===== src/rtl/lut_sweep.sv =====
// lut_sweep: programmable N_IN-input Boolean function held as a truth table.
//
// The table is loaded while idle. It is evaluated two ways:
//   * live path  : live_y is the table entry for live_in, one cycle later.
//   * sweep path : on start, every input vector 0 .. 2**N_IN-1 is produced
//                  once per cycle on vec/vec_y (qualified by vec_valid).
//                  The count of ones is accumulated and reported on ones_cnt.
//                  A one-cycle done pulse follows the sweep.
//
// Ports
//   clk       in   sole clock, rising edge
//   rst       in   synchronous active-high reset
//   tt_wr     in   load tt_data into the table (IDLE only)
//   tt_data   in   TT_W  truth table, bit i = output for input vector i
//   live_in   in   N_IN  live input vector (MSB = first variable)
//   live_y    out  registered table[live_in]
//   start     in   request an exhaustive sweep (IDLE only)
//   abort     in   only with LUT_SWEEP_ABORT_EN: leave SWEEP without done
//   busy      out  sweep in progress
//   vec_valid out  vec/vec_y valid this cycle
//   vec       out  N_IN  current sweep vector (holds when not valid)
//   vec_y     out  table[vec] (holds when not valid)
//   done      out  one-cycle sweep-complete pulse
//   ones_cnt  out  N_IN+1  number of ones seen in the last sweep
//
// Optional feature macro: LUT_SWEEP_ABORT_EN (adds the abort port).
module lut_sweep #(
  parameter  int N_IN = 4,
  localparam int TT_W = 2**N_IN
) (
  input  logic              clk,
  input  logic              rst,
  input  logic              tt_wr,
  input  logic [TT_W-1:0]   tt_data,
  input  logic [N_IN-1:0]   live_in,
  output logic              live_y,
  input  logic              start,
`ifdef LUT_SWEEP_ABORT_EN
  input  logic              abort,
`endif
  output logic              busy,
  output logic              vec_valid,
  output logic [N_IN-1:0]   vec,
  output logic              vec_y,
  output logic              done,
  output logic [N_IN:0]     ones_cnt
);

  typedef enum logic [1:0] {
    IDLE  = 2'd0,
    SWEEP = 2'd1,
    FIN   = 2'd2
  } state_t;

  localparam logic [N_IN-1:0] VEC_ZERO = '0;
  localparam logic [N_IN-1:0] VEC_LAST = '1;
  localparam logic [N_IN-1:0] VEC_ONE  = {{(N_IN-1){1'b0}}, 1'b1};

  state_t            state_q,     state_d;
  logic [TT_W-1:0]   table_q,     table_d;
  logic              live_y_q,    live_y_d;
  logic              busy_q,      busy_d;
  logic              vec_valid_q, vec_valid_d;
  logic [N_IN-1:0]   vec_q,       vec_d;
  logic              vec_y_q,     vec_y_d;
  logic              done_q,      done_d;
  logic [N_IN:0]     ones_q,      ones_d;
  logic              abort_s;

`ifdef LUT_SWEEP_ABORT_EN
  assign abort_s = abort;
`else
  assign abort_s = 1'b0;
`endif

  // Next-state and next-output computation for the sweep controller
  always_comb begin
    state_d     = state_q;
    table_d     = table_q;
    vec_d       = vec_q;
    vec_y_d     = vec_y_q;
    ones_d      = ones_q;
    busy_d      = 1'b0;
    vec_valid_d = 1'b0;
    done_d      = 1'b0;
    live_y_d    = table_q[live_in];

    case (state_q)
      IDLE: begin
        if (tt_wr) begin
          table_d = tt_data;
        end else begin
          table_d = table_q;
        end
        if (start) begin
          // table_d is used so a same-cycle load feeds the first vector
          state_d     = SWEEP;
          vec_d       = VEC_ZERO;
          vec_y_d     = table_d[VEC_ZERO];
          ones_d      = '0;
          busy_d      = 1'b1;
          vec_valid_d = 1'b1;
        end else begin
          state_d     = IDLE;
        end
      end
      SWEEP: begin
        // The vector on the outputs this cycle is counted at this edge
        ones_d = ones_q + (N_IN+1)'(vec_y_q);
        if (abort_s) begin
          state_d = IDLE;
        end else if (vec_q == VEC_LAST) begin
          // vec/vec_y hold their last values rather than wrapping
          state_d = FIN;
          done_d  = 1'b1;
        end else begin
          vec_d       = vec_q + VEC_ONE;
          vec_y_d     = table_q[vec_d];
          busy_d      = 1'b1;
          vec_valid_d = 1'b1;
        end
      end
      FIN: begin
        state_d = IDLE;
      end
      default: begin
        state_d = IDLE;
      end
    endcase
  end

  // State and registered-output update with synchronous reset
  always_ff @(posedge clk) begin
    if (rst) begin
      state_q     <= IDLE;
      table_q     <= '0;
      live_y_q    <= 1'b0;
      busy_q      <= 1'b0;
      vec_valid_q <= 1'b0;
      vec_q       <= '0;
      vec_y_q     <= 1'b0;
      done_q      <= 1'b0;
      ones_q      <= '0;
    end else begin
      state_q     <= state_d;
      table_q     <= table_d;
      live_y_q    <= live_y_d;
      busy_q      <= busy_d;
      vec_valid_q <= vec_valid_d;
      vec_q       <= vec_d;
      vec_y_q     <= vec_y_d;
      done_q      <= done_d;
      ones_q      <= ones_d;
    end
  end

  assign live_y    = live_y_q;
  assign busy      = busy_q;
  assign vec_valid = vec_valid_q;
  assign vec       = vec_q;
  assign vec_y     = vec_y_q;
  assign done      = done_q;
  assign ones_cnt  = ones_q;

endmodule


===== config.mk =====
export PLATFORM = sky130hd
export DESIGN_NAME = lut_sweep
export DESIGN_NICKNAME = d
export VERILOG_FILES = /design/src/rtl/lut_sweep.sv
export SDC_FILE = /design/constraint.sdc
export NUM_CORES = 1
export LEC_CHECK = 0
export CAP_MARGIN = 5
export CORE_MARGIN = 2
export CORE_UTILIZATION = 50
export CTS_CLUSTER_DIAMETER = 200
export DETAILED_ROUTE_END_ITERATION = 8
export HOLD_SLACK_MARGIN = 0.12
export PLACE_DENSITY_LB_ADDON = 0.05
export RECOVER_POWER = 100
export SYNTH_ARGS = -nofsm -noshare
export SYNTH_HDL_FRONTEND = slang
export SYNTH_SLANG_ARGS = --single-unit

===== constraint.sdc =====
create_clock -name clk -period 2.6 [get_ports clk]
set_input_delay 0.52 -clock clk [delete_from_list [all_inputs] [get_ports clk]]
set_output_delay 0.52 -clock clk [all_outputs]
set_load 0.02 [all_outputs]

After elaboration in Yosys (flattened, before gate mapping)

Cells that the tools add are included.

Add/sub/neg operators: 2
Order comparisons: 2
Multiplexer cells: 20
Reductions and logical operators: 6
Bitwise gates (word level): 1
Equality and inequality tests: 5

Operators by type and width:

| kind                  | number |
|---|---|
| $lt A4 B5 Y1 const B  | 2 |
| $pmux W5 S2           | 1 |
| $mux W1               | 9 |
| $bmux W1 S4           | 2 |
| $mux W4               | 2 |
| $pmux W4 S2           | 1 |
| $ne A2 B2 Y1 const B  | 3 |
| $add A5 B1 Y5         | 1 |
| $mux W5               | 1 |
| $add A4 B1 Y4 const B | 1 |
| $eq A4 B4 Y1 const B  | 1 |
| $pmux W1 S2           | 2 |
| $pmux W2 S2           | 1 |
| $reduce_and A2 Y1     | 2 |
| $reduce_and A3 Y1     | 1 |
| $eq A2 B1 Y1 const B  | 1 |
| $logic_not A2 Y1      | 1 |
| $mux W2               | 1 |
| $reduce_bool A2 Y1    | 1 |
| $reduce_or A2 Y1      | 1 |
| $not A1 Y1            | 1 |

Output and inout port bits: 14
Flip-flop bits (word level): 31
Logic and storage cells: 45
Input port bits: 24

Depth between registers and ports, before layout

Depth after elaboration: 5
Mapped depth: 7
Mapped depth without buffers: 7

Worst setup path after synthesis

No wires, ideal clock.

Path kind: flip-flop to flip-flop
Start point: register vec_q[1] (netlist: vec[1])
End point: register vec_y_q (netlist: vec_y)
Data arrival time: 1606 ps
Buffers on the path: 0
Library setup time: 134 ps
Stages on the path, launching flop included: 6
Clock period less this slack: 1740 ps
Data required time: 2466 ps
Path slack: 860 ps
Cells stage by stage: dfxtp_1 > ha_1 > mux4_2 > mux2i_1 > o21a_1 > a211oi_1

Word-level cells in the longest chain between the ends: 5
Elaborated cells between the ends (all ways): 8
Classes of those cells: add/sub: 1; eq/ne: 2; mux: 4; reduce/logical: 1

Ends and longest elaborated chain:

| what                          | line | text |
|---|---|---|
| start: declaration            | 64   | `logic [N_IN-1:0] vec_q, vec_d;` |
| start signal: assignment      | 150  | `vec_q <= vec_d;` |
| $add A4 B1 Y4                 | 117  | `vec_d = vec_q + VEC_ONE;` |
| $bmux W1 S4                   | 118  | `vec_y_d = table_q[vec_d];` |
| $mux W1 (implied by the code) | 118  |  |
| $mux W1                       | 112  | `end else if (vec_q == VEC_LAST) begin` |
| $pmux W1 S2                   | 88   | `case (state_q)` |
| end signal: assignment        | 151  | `vec_y_q <= vec_y_d;` |
| end: declaration              | 65   | `logic vec_y_q, vec_y_d;` |

Parallel ways exist; a longest one is shown, timed or not. The select of a mux whose other input is x is not followed.
A chain may end at the register's enable or synchronous reset.

Final worst setup path

Start point: register vec_q[0] (netlist: vec[0])
End point: output vec[0]

RTL lines:

| what             | line | text |
|---|---|---|
| end: declaration | 43   | `output logic [N_IN-1:0] vec,` |

No word-level cell between the ends.

==> out/results.tsv <==
metric	value	unit
run status	completed	
met3 WL	189	µm
Leak	0.000784	µW
top sig layer	met4	
adder-cell area share of the yosys netlist	0.0258	
die height	57.9	µm
Core Rows	19	
Synth Flop Type	dfxtp_1	
Synth top area share	0.426	
post-DP HPWL	2.35	mm
PortBufs	37	
Arr. time, crit path	1600	ps
critical path, cell by cell	dlygate4sd3_1	
Post-Syn Area	1460	µm²
first-pass GRT wire length	5.60	mm
Final Net Count	218	
routed via count	1257	
multiplexer share of the synthesized area	0.178	
Critical Path Sink Type	primary output	
distinct cell type count after synthesis	29	
Slowest cell on crit path	dlygate4sd3_1	
number of warnings issued by yosys	0	
H-tree levels	2	
placed cell count	215	
Period minus WS final	2120	ps
Max FO, Critical Path	8	
hold buffer count at CTS	0	
Resized Gates After CTS	0	
drc violations	0	
Top Family by Delay on Critical Path	buffers and inverters	
Mapped Cells	154	
Met1 Wirelength	1.43	mm
Synth Area in Simple Gates	0.187	
fillers	225	
Max IR drop VDD	434	µV
buffer and inverter count on the worst path	1	
Final Setup Violations	0	
Post-Synth XOR/XNOR Area	0.0120	
DR pass1 iterations	4	
Via density	5.64	
postcts setup bufs	0	
Routed wire per std cell	14.5	µm
Reg clk slew, reported paths	90	ps
synthesis-stage register bit count	31	
kind of critical path	reg2out	
GRT Overall Usage	0.228	
Max Slew Vio Count	0	
most frequent cells in the layout	nand2_1 (33), dfxtp_1 (31), clkdlybuf4s50_1 (20)	
die width	57.9	µm
initial antenna violation count	0	
die area	3360	µm²
Post-synth EDFFs	0	
routability cong.	0.781	
DRT antenna net count	0	
RSZ-0062 raised after global routing	no	
wire length on met2	1.54	mm
Pwr Density	513	nW/µm²
diodes inserted	0	
Root Driver	clkbuf_4	
Overall Power	976	µW
Synth area leaders	dfxtp_1 (43%), nand2_1 (8.5%), mux4_2 (7.7%), mux4_1 (7.2%), a21oi_1 (6.5%)	
largest net degree at the start of global routing	32	
Routed WL	3.23	mm
Slowest Stage Delay on Critical Path	730	ps
Core Footprint	2760	µm²
period utilisation layout	0.815	
main combinational cell family by area after synthesis	simple AND/OR/NAND/NOR gates	
Yosys top cell by area	dfxtp_1	
worst hold path type	reg2reg	
actual slew at the worst max-slew pin	814	ps
Data required, critical path	2080	ps
fmax	0.472	GHz
max-cap violations	0	
Final Hold Viols	0	
total congestion overflow	0	
register area share after synthesis	0.426	
initial core utilization	0.528	
Synth Area in Compound Gates	0.143	
I/O pin count	38	
CTS tree	yes	
CTS Buf Count	5	
Net Count, Synth	181	
Initial DRC Count	49	
most common cell after layout, fill and taps aside	nand2_1	
type of origin of the critical path	flip-flop	
syn avg cell area	9.45	µm²
clock tree buffer depth	2	
clk_skew	5.04	ps
asr flop ratio synth	0	
setup_tns	0	ps
clk_lat worst skew	330	ps
layout overhead on the synthesized area	30.9	%
Slew headroom	0.457	
vias in the first global route	1215	
clk sink count	31	
share of cells above drive strength 1	0.0781	
final std cells w/o fill	223	
## power by group
| group | switching (µW) | total (µW) | internal, µW | leakage, µW |
|---|---|---|---|---|
| clock network | 157 | 316 | 159 | 0.0000386 |
| registers | 20.9 | 516 | 495 | 0.000253 |
| logic | 63.6 | 144 | 80.3 | 0.000492 |
## metal layers
metal,track usage,up-vias
met4,0.110,0
li1,-,628
met1,0.296,591
met5,0,-
met3,0.0692,7
met2,0.347,31
## state kept, by name, summed over array words and instances (netlist names)
name       count
done           1
live_y         1
ones_cnt       5
state_q        2
table_q       16
vec            4
vec_valid      1
vec_y          1
## layout make-up
class,instances,area (µm²),area share
multi-input cells,114,795,0.417
repair buffers,39,382,0.200
flip-flops and latches,31,621,0.326
clock buffers,8,68.8,0.0361
well taps,31,38.8,0.0204
## metrics by stage
| step | area, µm² | hold slack (ps) | util | setup WS, ps |
|---|---|---|---|---|
| after global routing | 1900 | 514 | 0.691 | 407 |
| after floorplan | 1460 | 441 | - | 860 |
| after global placement | 1840 | 460 | 0.667 | 246 |
| final | 1900 | 480 | 0.691 | 480 |
| after detailed placement | 1840 | 470 | 0.667 | 231 |
| after CTS | 1910 | 482 | 0.692 | 514 |
## worst paths after layout
check | slack (ps) | startpoint | depth (start not counted) | to
setup / recovery | 480 | vec[0] | 1 | vec[0]
hold / removal | 480 | table_q[11] | 2 | table_q[11]
setup reg to reg | 730 | vec[0] | 5 | vec_y
hold reg to reg | 480 | table_q[11] | 2 | table_q[11]
## cells in the mapped netlist (all sizes together), types with 2 or more instances
| library cell | count |
|---|---|
| nand3 | 4 |
| nor2b | 2 |
| mux2i | 3 |
| a22oi | 7 |
| a21o | 2 |
| dfxtp | 31 |
| a21oi | 19 |
| nand3b | 2 |
| and2 | 2 |
| ha | 3 |
| nor3 | 4 |
| a211oi | 2 |
| nand2 | 33 |
| buf | 3 |
| mux4 | 9 |
| nor2 | 13 |
| clkbuf | 6 |
## worst min-delay path: cells and delay by family, from the launching register on
kind / cells / cell delay [ps]
flops: 1 / 330
compound gates: 1 / 50
simple gates: 1 / 60
## cell families after synthesis
family / Yosys count
xor+xnor: 2
compound gates: 34
flops: 31
simple gates: 62
fa+ha+maj: 3
mux: 13
buf+inv: 9
No activity file was read; power rests on OpenSTA's default activity.
